File: src/rtl/snake_dir_ctrl.sv
// Snake direction controller: synchronises and debounces four buttons,
// filters presses against the last intended heading and queues up to two turns.
module snake_dir_ctrl #(
  parameter int unsigned DEBOUNCE_CYCLES = 200000,
  parameter logic [3:0]  BTN_ACTIVE_LOW  = 4'b0011
) (
  input  logic       clk,
  input  logic       reset,
  input  logic       btn_up,
  input  logic       btn_down,
  input  logic       btn_left,
  input  logic       btn_right,
  input  logic       step,
  output logic [1:0] dir,
  output logic [1:0] q_count,
  output logic [3:0] press_pulse,
  output logic       drop
);

  localparam int unsigned CW =
    (DEBOUNCE_CYCLES > 1) ? $clog2(DEBOUNCE_CYCLES) : 1;
  localparam logic [CW-1:0] CNT_MAX = CW'(DEBOUNCE_CYCLES - 1);

  localparam logic [1:0] DIR_UP    = 2'd0;
  localparam logic [1:0] DIR_DOWN  = 2'd1;
  localparam logic [1:0] DIR_LEFT  = 2'd2;
  localparam logic [1:0] DIR_RIGHT = 2'd3;

  logic [3:0] pin;
  logic [3:0] sync1_q;
  logic [3:0] sync2_q;
  logic [3:0] sample;

  logic [3:0][CW-1:0] cnt_q;
  logic [3:0][CW-1:0] cnt_d;
  logic [3:0]         stable_q;
  logic [3:0]         stable_d;
  logic [3:0]         rise_d;
  logic [3:0]         pulse_q;

  logic [1:0] dir_q;
  logic [1:0] dir_d;
  logic [1:0] head_q;
  logic [1:0] head_d;
  logic [1:0] tail_q;
  logic [1:0] tail_d;
  logic [1:0] qcnt_q;
  logic [1:0] qcnt_d;
  logic       drop_q;
  logic       drop_d;

  logic       cand_v;
  logic [1:0] cand;
  logic [1:0] last;
  logic       accept;
  logic       pop;
  logic [1:0] mid_cnt;
  logic [1:0] mid_head;
  logic [1:0] mid_tail;

  assign pin = {btn_right, btn_left, btn_down, btn_up};

  // Two-flop synchroniser; idles at each pin's inactive level.
  always_ff @(posedge clk or negedge reset) begin
    if (!reset) begin
      sync1_q <= BTN_ACTIVE_LOW;
      sync2_q <= BTN_ACTIVE_LOW;
    end else begin
      sync1_q <= pin;
      sync2_q <= sync1_q;
    end
  end

  assign sample = sync2_q ^ BTN_ACTIVE_LOW;

  // Per-button debounce: count disagreeing samples, flip after a full run.
  always_comb begin
    cnt_d    = cnt_q;
    stable_d = stable_q;
    rise_d   = '0;
    for (int i = 0; i < 4; i++) begin
      if (sample[i] == stable_q[i]) begin
        cnt_d[i] = '0;
      end else if (cnt_q[i] == CNT_MAX) begin
        cnt_d[i]    = '0;
        stable_d[i] = ~stable_q[i];
        rise_d[i]   = ~stable_q[i];
      end else begin
        cnt_d[i] = cnt_q[i] + CW'(1);
      end
    end
  end

  // Debounce state and the registered press pulses.
  always_ff @(posedge clk or negedge reset) begin
    if (!reset) begin
      cnt_q    <= '0;
      stable_q <= '0;
      pulse_q  <= '0;
    end else begin
      cnt_q    <= cnt_d;
      stable_q <= stable_d;
      pulse_q  <= rise_d;
    end
  end

  // Pick one press per cycle, up has the highest priority.
  always_comb begin
    cand_v = 1'b1;
    cand   = DIR_UP;
    priority case (1'b1)
      pulse_q[0]: cand = DIR_UP;
      pulse_q[1]: cand = DIR_DOWN;
      pulse_q[2]: cand = DIR_LEFT;
      pulse_q[3]: cand = DIR_RIGHT;
      default:    cand_v = 1'b0;
    endcase
  end

  // Compare against the most recent intended heading (pre-pop state).
  always_comb begin
    last = dir_q;
    if (qcnt_q == 2'd2) begin
      last = tail_q;
    end else if (qcnt_q == 2'd1) begin
      last = head_q;
    end
  end

  assign accept = cand_v
                & (cand != last)
                & (cand != (last ^ 2'b01));
  assign pop    = step & (qcnt_q != 2'd0);

  // Queue update: pop first, then push into whatever room is left.
  always_comb begin
    dir_d    = dir_q;
    mid_head = head_q;
    mid_tail = tail_q;
    mid_cnt  = qcnt_q;
    drop_d   = 1'b0;
    if (pop) begin
      dir_d    = head_q;
      mid_head = tail_q;
      mid_tail = '0;
      mid_cnt  = qcnt_q - 2'd1;
    end
    head_d = mid_head;
    tail_d = mid_tail;
    qcnt_d = mid_cnt;
    if (accept) begin
      case (mid_cnt)
        2'd0: begin
          head_d = cand;
          qcnt_d = 2'd1;
        end
        2'd1: begin
          tail_d = cand;
          qcnt_d = 2'd2;
        end
        default: drop_d = 1'b1;
      endcase
    end
  end

  // Committed direction, queue storage and drop flag.
  always_ff @(posedge clk or negedge reset) begin
    if (!reset) begin
      dir_q  <= DIR_UP;
      head_q <= '0;
      tail_q <= '0;
      qcnt_q <= '0;
      drop_q <= 1'b0;
    end else begin
      dir_q  <= dir_d;
      head_q <= head_d;
      tail_q <= tail_d;
      qcnt_q <= qcnt_d;
      drop_q <= drop_d;
    end
  end

  assign dir         = dir_q;
  assign q_count     = qcnt_q;
  assign press_pulse = pulse_q;
  assign drop        = drop_q;

endmodule
File: config.mk
export PLATFORM = sky130hd
export DESIGN_NAME = snake_dir_ctrl
export DESIGN_NICKNAME = d
export VERILOG_FILES = /design/src/rtl/snake_dir_ctrl.sv
export SDC_FILE = /design/constraint.sdc
export NUM_CORES = 1
export LEC_CHECK = 0
export ABC_AREA = 1
export CAP_MARGIN = 20
export CORE_MARGIN = 2
export CORE_UTILIZATION = 35
export CTS_CLUSTER_DIAMETER = 80
export DETAILED_ROUTE_END_ITERATION = 8
export GPL_TIMING_DRIVEN = 0
export HOLD_SLACK_MARGIN = 0.15
export PLACE_DENSITY = 0.56
export SLEW_MARGIN = 20
export SYNTH_ARGS = -nofsm -noshare
export SYNTH_HDL_FRONTEND = slang
export SYNTH_SLANG_ARGS = --single-unit
File: constraint.sdc
create_clock -name clk -period 2.3 [get_ports clk]
set_input_delay 0.23 -clock clk [delete_from_list [all_inputs] [get_ports clk]]
set_output_delay 0.23 -clock clk [all_outputs]
set_load 0.03 [all_outputs]
==> qor.csv <==
stage,metric,value,unit
finish,fillers,1418,
setup_path,worst_path_max_delay_cell,dfrtp_1,
timing,fin_skew,10.4,ps
clocking,root_buffer,clkbuf_16,
clocking,cts_tree,yes,
timing,drv_slew,0,
pwr,ir_worst_vdd,0.400,mV
setup_path,crit_fanout,8,
synthesis,synthCells,634,
setup_path,setup.worst_path.start_class,flip-flop,
floorplanning,dieArea,0.0153,mm2
pwr,leakage,2.58,nW
placement,dp_cells,830,
routing,dr_total_vias,3891,
routing,drtIter0Drc,224,
finish,fin_nets,679,
placement,placed_area,0.00543,mm2
setup_path,cpLargestDelayFamily,buffers and inverters,
clocking,cts-htree-levels,3,
timing,hold_violations,0,
setup_path,critical_path_buf_inv_count,4,
clocking,clk_pin_slew,70,ps
synthesis,ys_seq_area_share,48.4,%
routing,drt_wl_total,9610,um
synthesis,async_flop_share,100,%
global_routing,grt_pass1_wl,17000,um
floorplanning,ios,16,
synthesis,yosysWarnings,0,
synthesis,yosys.cell_types.count,26,
synthesis,synth_edf_count,0,
timing,slew_headroom,59.5,%
clocking,postCtsSetupBuffers,0,
synthesis,synth_area_per_cell,7.93,um2
timing,rsz0062_at_grt,false,
routing,vias_per_cell,4.59,
floorplanning,rows,43,
floorplanning,initial_core_util,36.1,%
setup_path,crit_arrival,2270,ps
clocking,numCtsBuffers,9,
timing,finalCritPeriodShare,88.2,%
clocking,insertion_delay,350,ps
finish,stdcell_area,0.00577,mm2
pwr,power.density,608,mW/mm2
finish,multi_input_area,0.00232,mm2
placement,place_congestion,0.842,
clocking,clock_sinks,97,
timing,clock.fmax,493,MHz
routing,drc_errors,0,
run,drv_cap,0,
floorplanning,coreArea,0.0139,mm2
setup_path,worstSetupPathType,flip-flop to flip-flop,
finish,drive_above_1_share,7.80,%
floorplanning,die_h,124,um
global_routing,grt_antenna_before_repair,0,
setup_path,cp.required,2540,ps
timing,tightest_slew,607,ps
routing,routedWlPerCell,11.3,um
finish,ff_latch_area,0.00243,mm2
timing,finalSetupViolations,0,
routing,dr.pass1.iters,6,
clocking,clock_tree.buffer_depth,2,
synthesis,ys.flop_type,dfrtp_1,
synthesis,syn_area,0.00502,mm2
status,outcome,"finished, final reports clean",
finish,fin_cells,847,
setup_path,end_kind,flip-flop,
setup_path,r2r-start,q_count[0]$_DFF_PN0_,
global_routing,grt_overflow,0,
floorplanning,die_width,124,um
worst_hold_path,hp-start,btn_down,
finish,num_antenna_cells,0,
routing,antenna_left,0,
timing,min_period,2030,ps
global_routing,grt_pass1_vias,3826,
placement,dp_hpwl,6950,um
setup_path,max_stage_delay,400,ps
synthesis,syn_nets,651,
worst_hold_path,hold_path_class,input port to flip-flop,
pwr,p_total,3.51,mW
placement,port_buffers,15,
global_routing,grt_max_degree,75,
finish,mostFrequentLayoutCell,nand2_1,
finish,areaGrowthSynthToFinish,14.8,%
synthesis,ys_ff_latch,97,
finish,layout_common_cells,"155 x nand2_1, 148 x nor2_1, 93 x dfrtp_1",
setup_path,worstSetupStartpoint,q_count[0]$_DFF_PN0_,
global_routing,grtUsageTotal,14.1,%
setup_path,crit_chain,"inv_1, ha_1, inv_1, nand2_1, inv_1, o21ai_2, ha_1, inv_1, nand2_1, o21ai_0, nand2_1, nand2_1",
==> cells by family after synthesis <==
family / share of synthesized area [%]
fa+ha+maj: 2.49
simple gates: 33.0
compound gates: 2.02
buf+inv: 5.53
flops: 48.4
xor+xnor: 8.52
==> layout make-up <==
| type | count | share of cell area [%] |
|---|---|---|
| sequential | 97 | 42.2 |
| multi-input combinational | 465 | 40.2 |
| inverter | 70 | 4.56 |
| clock buffer | 12 | 4.27 |
| tap | 180 | 3.91 |
| timing repair buffer | 17 | 3.28 |
| clock inverter | 4 | 1.35 |
| buffer | 2 | 0.260 |
==> path summary, 6_finish.rpt <==
check / end / slack, ps / cells after the start
min reg2reg: sync2_q[3]$_DFF_PN0_ / 350 / 0
max in group asynchronous: sync2_q[0]$_DFF_PN1_ / 1370 / 3
min: sync1_q[1]$_DFF_PN1_ / 280 / 1
min in group asynchronous: cnt_q[15]$_DFF_PN0_ / 290 / 2
max: tail_q[0]$_DFF_PN0_ / 270 / 12
max reg2reg: tail_q[0]$_DFF_PN0_ / 270 / 12
==> repair_timing <==
action / 4_1_cts / 5_1_grt
gates resized for setup: 0 / 2
hold buffers: 1 / 0
endpoints found under the setup margin: 0 / 4
hold endpoints to repair: 95 / 0
==> metrics by stage <==
step | setup TNS (ps) | util (%) | worst slack (ps) | hold WS (ps)
5_1_grt | 0 | 41.4 | 48.2 | 269
2_1_floorplan | 0 | - | 279 | -65.6
4_1_cts | 0 | 41.4 | 33.3 | 265
3_3_place_gp | -257040 | 38.8 | -2710 | 337
3_5_place_dp | 0 | 39.0 | 53.3 | 109
6_report | 0 | 41.4 | 272 | 277
==> synthesized netlist by cell type, drive strengths merged, types with 6 or more instances <==
cell type / number / area (um2)
nor2: 162 / 658
nand2: 161 / 619
dfrtp: 93 / 2330
inv: 70 / 263
xor2: 34 / 305
nand3: 33 / 190
nor3: 17 / 95.1
xnor2: 14 / 123
nand4: 11 / 68.8
o21ai: 11 / 55.1
ha: 10 / 125
a21oi: 6 / 30.0
==> flip-flops by register name, indices dropped and copies added, names as in the netlist <==
signal and count:
head_q 2, press_pulse 4, tail_q 2, dir 2, sync1_q 4, q_count 2, sync2_q 4, cnt_q 72
drop 1, stable_q 4
==> per-layer routing <==
layer	global-route usage, %	up-vias	part of all wire [%]
li1	-	2016	-
met2	22.1	40	45
met3	2.84	13	3.0
met1	18.7	1822	50
met4	6.61	0	2.0
met5	0	-	0
==> report_power, final <==
group / internal [mW] / switching [mW] / leakage [nW] / total [mW]
Combinational: 0.0390 / 0.0777 / 1.10 / 0.117
Clock: 0.990 / 0.650 / 0.157 / 1.64
Sequential: 1.73 / 0.0194 / 1.32 / 1.75
Note: power is estimated with default switching activity, not from simulation.
